[src/rtl/encoder_proj_tx.sv]
// Hamming(7,4) encoder feeding a UART-style serial transmitter (start, LSB-first data, stop).
// Define ENCODER_PROJ_SECDED_EN to append overall parity p0 as an 8th serial data bit.
module encoder_proj_tx #(
  parameter int CLKS_PER_BIT = 4
) (
  input  logic       clk,
  input  logic       rst_n,
  input  logic       in_valid_i,
  input  logic [3:0] in_data_i,
  output logic       in_ready_o,
  output logic [6:0] cw_o,
  output logic       cw_valid_o,
  output logic       tx_o,
  output logic       busy_o
);

`ifdef ENCODER_PROJ_SECDED_EN
  localparam int NBITS = 8;
`else
  localparam int NBITS = 7;
`endif
  localparam logic [7:0] DIV_LAST = 8'(CLKS_PER_BIT - 1);
  localparam logic [2:0] BIT_LAST = 3'(NBITS - 1);

  typedef enum logic [1:0] {IDLE, START, DATA, STOP} state_e;

  state_e     state_q, state_d;
  logic [7:0] div_q, div_d;
  logic [2:0] bit_q, bit_d;
  logic [7:0] frame_q, frame_d;
  logic [6:0] cw_q, cw_d;
  logic       cw_valid_q, cw_valid_d;
  logic       tx_q, tx_d;
  logic       busy_q, busy_d;
  logic [6:0] enc;

  function automatic logic [6:0] hamming_enc(input logic [3:0] d);
    logic p1, p2, p3;
    p1 = d[0] ^ d[1] ^ d[3];
    p2 = d[0] ^ d[2] ^ d[3];
    p3 = d[1] ^ d[2] ^ d[3];
    return {d[3], d[2], d[1], p3, d[0], p2, p1};
  endfunction

  assign enc        = hamming_enc(in_data_i);
  assign in_ready_o = (state_q == IDLE);
  assign cw_o       = cw_q;
  assign cw_valid_o = cw_valid_q;
  assign tx_o       = tx_q;
  assign busy_o     = busy_q;

  always_comb begin
    state_d    = state_q;
    div_d      = div_q;
    bit_d      = bit_q;
    frame_d    = frame_q;
    cw_d       = cw_q;
    cw_valid_d = 1'b0;
    case (state_q)
      IDLE: begin
        if (in_valid_i) begin
          state_d    = START;
          div_d      = '0;
          bit_d      = '0;
          cw_d       = enc;
          cw_valid_d = 1'b1;
`ifdef ENCODER_PROJ_SECDED_EN
          frame_d    = {^enc, enc};
`else
          frame_d    = {1'b0, enc};
`endif
        end
      end
      START: begin
        if (div_q == DIV_LAST) begin
          div_d   = '0;
          state_d = DATA;
        end else begin
          div_d = div_q + 8'd1;
        end
      end
      DATA: begin
        if (div_q == DIV_LAST) begin
          div_d = '0;
          if (bit_q == BIT_LAST) begin
            bit_d   = '0;
            state_d = STOP;
          end else begin
            bit_d = bit_q + 3'd1;
          end
        end else begin
          div_d = div_q + 8'd1;
        end
      end
      default: begin
        if (div_q == DIV_LAST) begin
          div_d   = '0;
          state_d = IDLE;
        end else begin
          div_d = div_q + 8'd1;
        end
      end
    endcase

    // Line level is derived from the next state so tx_o is a clean flop output.
    case (state_d)
      START:   tx_d = 1'b0;
      DATA:    tx_d = frame_d[bit_d];
      default: tx_d = 1'b1;
    endcase
    busy_d = (state_d != IDLE);
  end

  always_ff @(posedge clk) begin
    if (!rst_n) begin
      state_q    <= IDLE;
      div_q      <= '0;
      bit_q      <= '0;
      frame_q    <= '0;
      cw_q       <= '0;
      cw_valid_q <= 1'b0;
      tx_q       <= 1'b1;
      busy_q     <= 1'b0;
    end else begin
      state_q    <= state_d;
      div_q      <= div_d;
      bit_q      <= bit_d;
      frame_q    <= frame_d;
      cw_q       <= cw_d;
      cw_valid_q <= cw_valid_d;
      tx_q       <= tx_d;
      busy_q     <= busy_d;
    end
  end

endmodule

[config.mk]
export PLATFORM = sky130hd
export DESIGN_NAME = encoder_proj_tx
export DESIGN_NICKNAME = d
export VERILOG_FILES = /design/src/rtl/encoder_proj_tx.sv
export SDC_FILE = /design/constraint.sdc
export NUM_CORES = 1
export LEC_CHECK = 0
export ABC_CLOCK_PERIOD_IN_PS = 2100
export BUFFER_PORTS_ARGS = -buffer_cell sky130_fd_sc_hd__buf_2
export CAP_MARGIN = 20
export CORE_AREA = 2 2 71 56
export DETAILED_ROUTE_END_ITERATION = 7
export DIE_AREA = 0 0 73 58
export HOLD_SLACK_MARGIN = 0.08
export PLACE_DENSITY_LB_ADDON = 0.15
export SLEW_MARGIN = 10
export SYNTH_ARGS = -nofsm -noshare
export SYNTH_HDL_FRONTEND = slang
export SYNTH_SLANG_ARGS = --single-unit
[constraint.sdc]
create_clock -name clk -period 2.1 [get_ports clk]
set_input_delay 0.21 -clock clk [delete_from_list [all_inputs] [get_ports clk]]
set_output_delay 0.21 -clock clk [all_outputs]
set_load 0.02 [all_outputs]
==> results of run 1 <==
[power by group through the flow]
stage                     combinational (mW)  clock [mW]  sequential, mW
final                                  0.184       0.457           0.628
after global routing                   0.205       0.495           0.631
after detailed placement               0.181           0           0.641
after CTS                              0.183       0.471           0.628
after global placement                 0.179           0           0.640
after floorplan                        0.100           0           0.657
[timing repair]
item | 4_1_cts | 5_1_grt
gates resized for setup | 2 | 3
hold buffers | 0 | 0
endpoints found under the hold margin | 0 | 0
gates cloned | 0 | 0
endpoints found under the setup margin | 1 | 4
pin swaps | 5 | 0
[state kept, by name, summed over array words and instances (netlist names)]
register	count
state_q	2
frame_q	8
div_q	8
cw_valid_o	1
tx_o	1
busy_o	1
cw_o	7
bit_q	3
[routing by layer]
layer / wire length (um) / GRT usage
met2: 1590 / 0.274
met5: 0 / 0
met3: 269 / 0.0504
met4: 68 / 0.0820
met1: 1790 / 0.292
[Yosys cell counts (2+ instances only)]
library cell and n:
xnor2_1 2, a21oi_1 20, nand2_1 28, nand3b_1 2
xor2_1 4, nand2b_1 2, nor2b_1 4, nand4_1 3
and3_1 3, a22oi_1 2, mux2i_1 4, clkbuf_1 6
and3_2 2, a31oi_1 2, nor3b_1 4, nand3_1 4
a311oi_1 2, dfxtp_1 31, or3_1 3, a21boi_0 2
nor2_1 22, o21ai_0 8, nor3_1 2
[through the flow]
stage,utilization,std cells,hold WS [ns]
6_report,0.548,272,0.192
5_1_grt,0.548,272,0.198
3_3_place_gp,0.517,264,0.440
3_5_place_dp,0.517,264,0.448
4_1_cts,0.544,272,0.188
2_1_floorplan,-,186,0.332
[logic make-up after synthesis]
logic type,after synthesis,share of synthesized area
AOI/OAI and AO/OA,48,0.200
muxes,4,0.0265
and+or+nand+nor,88,0.300
buffers and inverters,8,0.0199
xor gates and xnor gates,6,0.0348
adders and majority gates,1,0.00828
DFF,31,0.411
[worst reg2reg max path: cells and delay by family (launching register included)]
family	cells	cell delay, ns
and+or+nand+nor	2	0.74
adders and majority gates	1	0.13
DFF	1	0.35
muxes	1	0.18
AOI/OAI and AO/OA	3	0.40
buffers and inverters	2	0.25
[final cells by class]
cell class | count | area (um2) | share of cell area
tap | 42 | 52.6 | 0.0271
inverter | 1 | 3.75 | 0.00194
clock inverter | 2 | 12.5 | 0.00645
clock buffer | 6 | 72.6 | 0.0374
multi-input combinational | 147 | 887 | 0.457
timing repair buffer | 43 | 288 | 0.148
sequential | 31 | 623 | 0.321
[worst paths after layout]
check                               to  cells after the start
hold reg to reg   cw_o[4]$_SDFFE_PN0P_                      2
setup / recovery       tx_o$_SDFF_PN1_                      9
hold / removal     bit_q[2]$_SDFF_PN0_                      2
setup reg to reg       tx_o$_SDFF_PN1_                      9
==> impl_metrics.py, run 1 <==
metrics = {
    "power": {
        "peakVddDrop_mv": 0.423,
        "combPwrFrac": 0.145,
        "p_seq_frac": 0.495,
        "p_per_area_mw_per_mm2": 654,
        "p_leak_nw": 0.819,
        "total_power_mw": 1.27,
        "p_clk_frac": 0.360,
        "switching_power_uw": 350,
        "power.internal_uw": 917,
        "switching_share": 0.276,
    },
    "clock_network": {
        "cts_root_buffer": "clkbuf_8",
        "clk_pin_slew_ns": 0.07,
        "clk_latency_ns": 0.28,
        "postCtsSetupBuffers": 0,
        "cts_buffer_depth": 2,
        "htreeDepth": 2,
        "cts_tree": "yes",
        "cts_made_buffers": 5,
        "clock-sinks": 31,
    },
    "status": {
        "violations": "setup timing",
        "status": "finished, violations left",
    },
    "finish": {
        "drive_above_1_share": 0.278,
        "final_cell_area_mm2": 0.00194,
        "diodes": 0,
        "final_cell_mix": "29 x dfxtp_1, 28 x nand2_1, 24 x buf_4",
        "final_common_cell": "dfxtp_1",
        "nNetsFinal": 237,
        "n_fill_cell": 330,
        "syn2layout_area_growth_pct": 28.3,
    },
    "logic_synthesis": {
        "synthCells": 186,
        "yosys_warnings": 0,
        "yosysSeqAreaShare": 0.411,
        "synth_area_mm2": 0.00151,
        "netlist.area_leader.share": 0.411,
        "yosys.area.top_type": "dfxtp_1",
        "synth_cell_types": 47,
        "ys_ff_latch": 31,
        "syn_nets": 194,
        "syn_avg_cell_area_um2": 8.13,
        "synth-edff-count": 0,
        "synthTopCellsByArea": "dfxtp_1 41%, nand2_1 7.0%, a21oi_1 6.6%, nor2_1 5.5%, mux2i_1 2.6%",
        "async_reset_ff_frac": 0,
        "ys.flop_type": "dfxtp_1",
    },
    "timing": {
        "maxSlewViolCount": 0,
        "finalClockSkew_ns": 0.00264,
        "relSlewSlack": 0.711,
        "timing.final.crit_share": 1.01,
        "tightest_slew_ns": 0.430,
        "timing.fmax_ghz": 0.472,
        "hold_viol": 0,
        "finalSetupViolations": 1,
        "min_period_ns": 2.12,
        "grt_setup_unrepaired": "true",
        "setup_ws_ns": -0.0170,
        "setup_tns_ns": -0.0170,
    },
    "route": {
        "dr.first_iter.drc_count": 141,
        "wl_per_cell_um": 13.7,
        "drtPass1Iterations": 4,
        "vias": 1491,
        "avgViaCountPerCell": 5.48,
        "drc_errors": 0,
        "totalWireLength_um": 3720,
        "antenna_left": 0,
    },
    "critical_path": {
        "required_ns": 2.32,
        "endpoint_kind": "register",
        "crit_path_cell_trace": "ha_4, or4b_4, buf_6, nor4_2, o21a_2, buf_6, mux2i_1, a22oi_1, o21ai_1",
        "critical_path_class": "register to register",
        "crit_fanout": 5,
        "path_delay_family": "simple AND/OR/NAND/NOR gates",
        "critPathMaxStageDelay_ns": 0.46,
        "slowest_stage": "or4b_4",
        "setup.worst_path.start": "div_q[1]$_SDFFE_PN0P_",
        "reg2reg_from": "div_q[1]$_SDFFE_PN0P_",
        "critPathLaunchType": "register",
        "path_buf_inv": 2,
        "arrival_ns": 2.33,
        "crit_top_cell": "buf_6",
        "rrSetupSlack_ns": -0.02,
    },
    "floorplan": {
        "start_util": 0.427,
        "fp.dieW_um": 73,
        "io_pins": 18,
        "die_y_um": 58,
        "dieArea_mm2": 0.00423,
        "rows": 19,
        "fp.coreArea_mm2": 0.00354,
    },
    "placement": {
        "place_congestion": 0.950,
        "dp_slack_ns": -0.104,
        "portBuffers": 17,
        "post-dp-hpwl_um": 2800,
        "dpl_cell_area_mm2": 0.00183,
    },
    "job": {
        "maxCapViolCount": 0,
    },
    "global_routing": {
        "first_global_vias": 1388,
        "grt_pass1_wl_um": 6400,
        "antenna_found_initial": 0,
        "overflow": 0,
        "grt_max_degree": 18,
        "grt_usage": 0.198,
    },
    "worst_hold_path": {
        "hold_start": "rst_n",
        "hp-class": "input port to register",
    },
}
(Power assumes the default switching activity.)
==> inputs of run 2 (changes only) <==
--- a/config.mk
+++ b/config.mk
@@ -9,6 +9,7 @@
 export BUFFER_PORTS_ARGS = -buffer_cell sky130_fd_sc_hd__buf_2
 export CAP_MARGIN = 20
 export CORE_AREA = 2 2 71 56
+export CTS_BUF_LIST = sky130_fd_sc_hd__clkbuf_16
 export DETAILED_ROUTE_END_ITERATION = 7
 export DIE_AREA = 0 0 73 58
 export HOLD_SLACK_MARGIN = 0.08
==> run 2 against run 1 <==
The run still ends with setup timing left. Total power grew 18%. Setup slack improved by 0.0087 ns. Fmax is 0.41% higher. Flip-flop and latch count did not move. Wire length grew 1.2%. Combinational power about the same. Critical path type unchanged. Utilization is 1.8 points higher. Clock power up 49%.
==> impl_metrics.py, run 2 (same netlist as run 1, synthesis figures left out) <==
metrics = {
    "route": {
        "vias": 1507,
        "avgViaCountPerCell": 5.54,
        "antenna_left": 0,
        "drc_errors": 0,
        "dr.first_iter.drc_count": 159,
        "drtPass1Iterations": 4,
        "wl_per_cell_um": 13.8,
        "totalWireLength_um": 3760,
    },
    "critical_path": {
        "arrival_ns": 2.27,
        "critPathLaunchType": "register",
        "setup.worst_path.start": "div_q[1]$_SDFFE_PN0P_",
        "cp-endpoint": "tx_o$_SDFF_PN1_",
        "crit_fanout": 2,
        "reg2reg_from": "div_q[1]$_SDFFE_PN0P_",
        "critical_path_class": "register to register",
        "r2r-end": "tx_o$_SDFF_PN1_",
        "endpoint_kind": "register",
        "required_ns": 2.26,
        "rrSetupSlack_ns": -0.008,
        "ff2ff_path_depth": 7,
    },
    "finish": {
        "final_common_cell": "dfxtp_1",
        "final_cells": 272,
        "nNetsFinal": 237,
        "drive_above_1_share": 0.278,
        "final_cell_area_mm2": 0.00200,
        "final_cell_mix": "29 x dfxtp_1, 28 x nand2_1, 24 x buf_4",
        "syn2layout_area_growth_pct": 32.6,
        "n_fill_cell": 321,
        "multiInputGateArea_um2": 896,
        "diodes": 0,
        "seqCellArea_um2": 623,
    },
    "power": {
        "peakVddDrop_mv": 0.549,
        "p_leak_nw": 0.849,
        "p_per_area_mw_per_mm2": 744,
    },
    "timing": {
        "hold_viol": 0,
        "maxSlewViolCount": 0,
        "setup_ws_ns": -0.00829,
        "relSlewSlack": 0.742,
        "finalClockSkew_ns": 0.00151,
        "tightest_slew_ns": 0.384,
        "timing.final.crit_share": 1.00,
        "grt_setup_unrepaired": "true",
        "whs_ns": 0.202,
        "min_period_ns": 2.11,
        "finalSetupViolations": 1,
        "timing.fmax_ghz": 0.474,
        "setup_tns_ns": -0.00829,
    },
    "global_routing": {
        "first_global_vias": 1415,
        "grt_usage": 0.205,
        "overflow": 0,
        "antenna_found_initial": 0,
        "grt_max_degree": 18,
        "grt_pass1_wl_um": 6600,
    },
    "clock_network": {
        "clock-sinks": 31,
        "cts_buffer_depth": 2,
        "clk_latency_ns": 0.27,
        "clk_pin_slew_ns": 0.05,
        "htreeDepth": 2,
        "cts_hold_buf": 0,
        "cts_tree": "yes",
        "cts_root_buffer": "clkbuf_16",
        "cts_made_buffers": 5,
    },
    "job": {
        "maxCapViolCount": 0,
    },
    "status": {
        "status": "finished, violations left",
        "violations": "setup timing",
    },
    "floorplan": {
        "fp.coreArea_mm2": 0.00354,
        "die_y_um": 58,
        "fp.dieW_um": 73,
        "rows": 19,
        "start_util": 0.427,
        "dieArea_mm2": 0.00423,
        "io_pins": 18,
    },
    "placement": {
        "portBuffers": 17,
        "place_congestion": 0.950,
        "placedCellCount": 264,
        "dpl_cell_area_mm2": 0.00183,
        "post-dp-hpwl_um": 2800,
    },
    "worst_hold_path": {
        "hp-class": "input port to register",
    },
}
==> run 2: cell count changes in the layout (fill, tap and decap cells not counted), sizes merged <==
cell / previous run / this run
inv: 0 / 1
clkbuf: 6 / 5
==> run 2: critical path, stage by stage (launching register included) <==
cell,delay [ns]
dfxtp_2,0.35
ha_4,0.13
or4b_4,0.46
or4_1,0.41
o21a_2,0.15
a2111o_1,0.30
a41oi_2,0.12
o21ai_1,0.08
==> run 2: worst min-delay path by stage <==
| stage | start | cells after the start | endpoint | slack, ns |
|---|---|---|---|---|
| 2_1_floorplan | rst_n | 1 | bit_q[2]$_SDFF_PN0_ | 0.33 |
| 3_3_place_gp | cw_o[5]$_SDFFE_PN0P_ | 2 | cw_o[5]$_SDFFE_PN0P_ | 0.44 |
| 3_5_place_dp | cw_o[5]$_SDFFE_PN0P_ | 2 | cw_o[5]$_SDFFE_PN0P_ | 0.45 |
| 4_1_cts | rst_n | 2 | bit_q[2]$_SDFF_PN0_ | 0.20 |
| 5_1_grt | rst_n | 3 | state_q[0]$_SDFF_PN0_ | 0.21 |
| 6_report | rst_n | 2 | bit_q[2]$_SDFF_PN0_ | 0.20 |
==> run 2: power breakdown <==
group | switching, mW | internal, mW
logic | 0.113 | 0.0708
registers | 0.0123 | 0.617
clock network | 0.247 | 0.431
total | 0.373 | 1.12
==> run 2: stage by stage <==
stage          setup WS, ns   util  power [mW]
2_1_floorplan        -0.120      -       0.758
3_3_place_gp        -0.0786  0.517       0.819
3_5_place_dp         -0.104  0.517       0.822
4_1_cts             0.00225  0.560        1.50
5_1_grt              -0.115  0.566        1.57
6_report           -0.00829  0.566        1.49
==> run 2: layout make-up <==
type                    count  area share
multi-input cells         147       0.447
inverters                   1     0.00187
clock inverters             3     0.00811
flip-flops and latches     31       0.311
well taps                  42      0.0262
clock buffers               5      0.0624
repair buffers             43       0.144
==> run 2: routing by layer <==
layer,routed length (um),part of all wire,GRT usage
met5,0,0,0
met4,34,0.0090,0.0767
met3,296,0.079,0.0487
met2,1620,0.43,0.287
met1,1820,0.48,0.302
==> run 2: what timing repair did <==
action                                 CTS  global route
buffers inserted                         0             0
gates resized for setup                  2             4
endpoints found under the hold margin    0             0
setup endpoints to repair                1             4
pin swaps                                5             0
